$ cat src/rtl/riscat_pkg.sv
// rtl/riscat_pkg.sv - shared types and widths for the register-file sequencer
package riscat_pkg;

  localparam int REG_IDX_W    = 5;
  localparam int XLEN_DEFAULT = 32;
  localparam int CNT_W        = 4;

  typedef enum logic [1:0] {
    IDLE  = 2'd0,
    READ  = 2'd1,
    WRITE = 2'd2
  } seq_state_t;

  function automatic logic idx_in_range(input logic [REG_IDX_W-1:0] idx, input int n);
    return int'(idx) < n;
  endfunction

endpackage

$ cat src/rtl/onehot_decoder.sv
// rtl/onehot_decoder.sv - register index to one-hot-or-zero enable vector
module onehot_decoder
  import riscat_pkg::*;
#(
  parameter int N = 32
) (
  input  logic [REG_IDX_W-1:0] idx,
  input  logic                 en,
  output logic [N-1:0]         vec
);

  // Indices at or beyond N match no bit, so the vector stays all-zero.
  always_comb begin
    vec = '0;
    for (int i = 0; i < N; i++) begin
      vec[i] = en && (int'(idx) == i);
    end
  end

endmodule

$ cat src/rtl/regfile_sequencer.sv
// rtl/regfile_sequencer.sv - read/execute/writeback sequencer driving the register file enables
module regfile_sequencer
  import riscat_pkg::*;
#(
  parameter int NREGS       = 32,
  parameter int XLEN        = XLEN_DEFAULT,
  parameter int EXEC_CYCLES = 1
) (
  input  logic                 clk,
  input  logic                 reset,
  input  logic                 instr_valid,
  output logic                 instr_ready,
  input  logic [REG_IDX_W-1:0] rs1,
  input  logic [REG_IDX_W-1:0] rs2,
  input  logic [REG_IDX_W-1:0] rd,
  input  logic                 use_rs2,
  input  logic                 wb_en,
  input  logic [XLEN-1:0]      alu_result,
  output logic [NREGS-1:0]     out0_en,
  output logic [NREGS-1:0]     out1_en,
  output logic [NREGS-1:0]     load,
  output logic [XLEN-1:0]      wr_data,
  output logic                 retire,
  output logic                 idx_err
);

  seq_state_t           state;
  logic [REG_IDX_W-1:0] rs1_q;
  logic [REG_IDX_W-1:0] rs2_q;
  logic [REG_IDX_W-1:0] rd_q;
  logic                 use_rs2_q;
  logic                 wb_en_q;
  logic [CNT_W-1:0]     cnt;
  logic [XLEN-1:0]      hold;

  logic in_read;
  logic in_write;
  logic last_read;
  logic rs1_bad;
  logic rs2_bad;
  logic rd_bad;
  logic do_write;
  logic finish_read;
  logic accept;

  // Every output is gated by reset so nothing reaches the cells while it is sampled high.
  assign in_read     = !reset && (state == READ);
  assign in_write    = !reset && (state == WRITE);
  assign last_read   = in_read && (cnt == CNT_W'(EXEC_CYCLES - 1));
  assign rs1_bad     = !idx_in_range(rs1_q, NREGS);
  assign rs2_bad     = !idx_in_range(rs2_q, NREGS);
  assign rd_bad      = !idx_in_range(rd_q, NREGS);
  assign do_write    = wb_en_q && (rd_q != '0) && !rd_bad;
  assign finish_read = last_read && !do_write;

  assign instr_ready = !reset && ((state == IDLE) || in_write || finish_read);
  assign retire      = in_write || finish_read;
  assign idx_err     = in_read && (cnt == '0) &&
                       (rs1_bad || (use_rs2_q && rs2_bad) || (wb_en_q && rd_bad));
  assign wr_data     = reset ? '0 : hold;
  assign accept      = instr_valid && instr_ready;

  onehot_decoder #(.N(NREGS)) u_dec_a (
    .idx (rs1_q),
    .en  (in_read),
    .vec (out0_en)
  );

  onehot_decoder #(.N(NREGS)) u_dec_b (
    .idx (rs2_q),
    .en  (in_read && use_rs2_q),
    .vec (out1_en)
  );

  onehot_decoder #(.N(NREGS)) u_dec_ld (
    .idx (rd_q),
    .en  (in_write),
    .vec (load)
  );

  always_ff @(posedge clk) begin
    if (reset) begin
      state     <= IDLE;
      cnt       <= '0;
      hold      <= '0;
      rs1_q     <= '0;
      rs2_q     <= '0;
      rd_q      <= '0;
      use_rs2_q <= 1'b0;
      wb_en_q   <= 1'b0;
    end else begin
      if (last_read) begin
        hold <= alu_result;
      end
      if (accept) begin
        rs1_q     <= rs1;
        rs2_q     <= rs2;
        rd_q      <= rd;
        use_rs2_q <= use_rs2;
        wb_en_q   <= wb_en;
        cnt       <= '0;
        state     <= READ;
      end else begin
        case (state)
          IDLE:  state <= IDLE;
          READ: begin
            if (last_read) begin
              state <= do_write ? WRITE : IDLE;
            end else begin
              cnt <= cnt + 1'b1;
            end
          end
          WRITE: state <= IDLE;
          default: state <= IDLE;
        endcase
      end
    end
  end

`ifndef SYNTHESIS
  a_out0_onehot: assert property (@(posedge clk) disable iff (reset) $onehot0(out0_en));
  a_out1_onehot: assert property (@(posedge clk) disable iff (reset) $onehot0(out1_en));
  a_load_onehot: assert property (@(posedge clk) disable iff (reset) $onehot0(load));
  a_load_x0:     assert property (@(posedge clk) !load[0]);
  a_no_rw_clash: assert property (@(posedge clk) ((out0_en | out1_en) & load) == '0);
`endif

endmodule

$ cat config.mk
export PLATFORM = sky130hd
export DESIGN_NAME = regfile_sequencer
export DESIGN_NICKNAME = d
export VERILOG_FILES = /design/src/rtl/riscat_pkg.sv /design/src/rtl/onehot_decoder.sv /design/src/rtl/regfile_sequencer.sv
export SDC_FILE = /design/constraint.sdc
export NUM_CORES = 1
export LEC_CHECK = 0
export ABC_CLOCK_PERIOD_IN_PS = 4550
export BUFFER_PORTS_ARGS = -buffer_cell sky130_fd_sc_hd__buf_2
export CAP_MARGIN = 10
export CORE_ASPECT_RATIO = 1.75
export CORE_MARGIN = 8
export CORE_UTILIZATION = 43
export DETAILED_ROUTE_END_ITERATION = 8
export HOLD_SLACK_MARGIN = 0.02
export PLACE_DENSITY = 0.87
export SLEW_MARGIN = 20
export SYNTH_ARGS = -nofsm -noshare
export SYNTH_HDL_FRONTEND = slang
export SYNTH_HIERARCHICAL = 1
export SYNTH_SLANG_ARGS = --single-unit
$ cat constraint.sdc
create_clock -name clk -period 4.55 [get_ports clk]
set_clock_uncertainty 0.05 [all_clocks]
set_input_delay 1.1375 -clock clk [delete_from_list [all_inputs] [get_ports clk]]
set_output_delay 1.1375 -clock clk [all_outputs]
set_load 0.05 [all_outputs]
==> qor.txt <==
Initial antenna violation count -> 0
Largest area contributor in the netlist -> dfxtp_1
Area of the core -> 0.00649 mm2
Synth Flop Type -> dfxtp_1
TritonCTS Buffers -> 5
Syn_nets -> 384
Die width -> 77.7 um
Fin. Hold Viols -> 0
Final ANT Viol Nets -> 0
Arr. time, crit path -> 2.84 ns
Synth Cell Area -> 0.00287 mm2
Detail Placement HPWL -> 6970 um
Die H -> 124 um
FF-to-FF path depth -> 4
Crit-path slowest cell -> or4b_1
Outcome -> complete, no violations
Clock transition at path regs -> 0.06 ns
FF+latch count, synth -> 55
Post-Syn Area per Cell -> 8.69 um2
CP Depth -> 6
RSZ-0062 raised after global routing -> false
Setup slack at placement -> 0.505 ns
Share of layout cells above drive strength 1 -> 0.492
Post-Syn Instances -> 330
# rows -> 39
Final WS setup -> 0.518 ns
Critical-path cell list -> buf_2 -> nor2_1 -> and2_1 -> or4b_1 -> nor2_1 -> buf_2
Startpoint type of the worst setup path -> primary input
CP Buf/Inv Count -> 2
Largest delay share family, worst path -> simple AND/OR/NAND/NOR gates
Htree depth -> 2
Fmax -> 0.248 GHz
GRT met3 Usage -> 0.0831
Routed wire length -> 8590 um
Sum Neg Setup Slack -> 0 ns
Worst-Skew Late Latency -> 0.29 ns
Vias post-DR -> 2980
Crit path max fanout -> 20
GR Overflow Total -> 0
Hold Crit Class -> reg -> reg
Post-CTS Setup Bufs -> 0
Sink Count -> 55
Leakage power -> 2.06 nW
Synth async-reset ratio -> 0
Largest net degree at the start of global routing -> 34
Yosys cell types -> 35
Part of the cycle the worst path needs -> 0.886
Pwr/cell area -> 272 mW/mm2
Nets -> 557
Starting Density -> 0.442
Sequential area share after synthesis -> 0.384
Worst Setup Path Type -> in -> out
Cts repair resizes -> 0
Crit path required time -> 3.36 ns
Gr usage total -> 0.167
Syn-to-layout area delta -> 38.1%
I/O Pins -> 183
Root Buffer -> clkbuf_16
Area share of the largest cell type after synthesis -> 0.384
Worst vdd ir -> 0.342 mV
Slew HR -> 0.346
# diodes -> 0
Cts hold-fix bufs -> 0
TritonRoute pass-1 iters -> 4
Top-count cell post-synth -> nor2_1
Slew Limit Fails -> 0
Crit. End Element -> primary output
Crit-path max cell delay -> 0.56 ns
Max_cap viols -> 0
Min Tclk post-route -> 4.03 ns
Ranking of synthesized cells by area -> dfxtp_1 38%, nor2_1 13%, mux2_2 13%, nor2b_1 7.2%, a22o_2 5.9%
Global routing usage on met1 -> 0.146
Met2 usage -> 0.318
Die Area -> 0.00964 mm2
Max clock buf depth -> 2
EDFF count, synth -> 0
Initial drt markers -> 139
Ys Warns -> 6
Drt drc -> 0
Via density -> 5.10
Placer Congestion -> 0.818
Per-cell routed wire length -> 14.7 um
CTS tree -> yes
First-pass GRT wire length -> 13600 um
Synth cell count leaders -> 103 x nor2_1, 55 x dfxtp_1, 33 x nor2b_1
Layer with the highest usage -> met2
# port buffers -> 181
Worst Max-Slew Pin Slew -> 0.979 ns
Setup Viol. Count Final -> 0
Hold Crit Depth -> 1
Number of global-route vias before repair -> 2995
## cells in the final DEF (no fill, tap or decap)
cell        instances
o21ai_0             2
or2_2               3
or4b_1              3
a311oi_1            1
a211oi_2            1
buf_2             181
nand2_1             6
nand4bb_1           9
a21boi_0            2
a22o_2             17
dfxtp_1            55
nand2b_1            8
o211a_1             1
clkinvlp_4          1
nand2_2             1
and2_1              3
a2111oi_4           1
nor2_1            103
nand4b_1            9
a211oi_1            1
xnor2_1             2
inv_1               3
or4_1               1
nor3b_1             1
or3_1               1
a21oi_1             2
ha_1                2
and3_1              1
nor2b_1            33
nand4_1             4
buf_4               4
conb_1              1
nand3_1             1
nor4b_4             1
clkbuf_16           5
mux2_2             32
## layer usage
| metal | wire length [um] | vias to the layer above |
|---|---|---|
| met3 | 965 | 14 |
| met5 | 0 | - |
| met1 | 2930 | 1370 |
| met4 | 176 | 0 |
| met2 | 4520 | 133 |
| li1 | - | 1463 |
## cell type report
type,instances,area [um2]
timing repair buffer,185,936
sequential,55,1100
clock inverter,1,7.51
tap,82,103
inverter,3,11.3
multi-input combinational,253,1680
fill,567,2530
clock buffer,5,125
## metrics by stage
step	std cells	power, W	hold slack (ns)	instance area [um2]	utilization
2_1_floorplan	330	0.000678	0.390	2870	-
4_1_cts	584	0.00109	0.426	3960	0.611
3_5_place_dp	578	0.000732	0.411	3830	0.590
6_report	584	0.00108	0.422	3960	0.611
3_3_place_gp	578	0.000725	0.401	3830	0.590
5_1_grt	584	0.00112	0.439	3960	0.611
## path summary, 6_finish.rpt
kind | slack, ns | from | end
setup / recovery | 0.52 | reset | out1_en[2]
hold / removal | 0.42 | use_rs2_q | use_rs2_q
setup reg to reg | 2.08 | rd_q[4] | rs1_q[3]
hold reg to reg | 0.42 | use_rs2_q | use_rs2_q
## power by group
group	switching (W)	total [W]	internal, W	leakage (nW)
clock network	0.000159	0.000357	0.000198	0.0618
logic	0.000114	0.000189	0.0000750	1.55
registers	0.0000210	0.000532	0.000511	0.450
## cells by family after synthesis
logic type,count (synthesis),synth area share
AND/OR/NAND/NOR,188,0.349
AO/OA/AOI/OAI,28,0.0929
adder cells (fa/ha/maj),2,0.00872
flip-flops,55,0.384
buffers and inverters,22,0.0327
other,1,0.00131
multiplexers,32,0.126
XOR/XNOR,2,0.00611
## registers in the layout, summed over array words and instances, names as in the netlist
name and cells:
cnt 4, hold 32, rd_q 5, rs1_q 5, rs2_q 5, state 2, use_rs2_q 1, wb_en_q 1
Note: power is estimated with default switching activity, not from simulation.
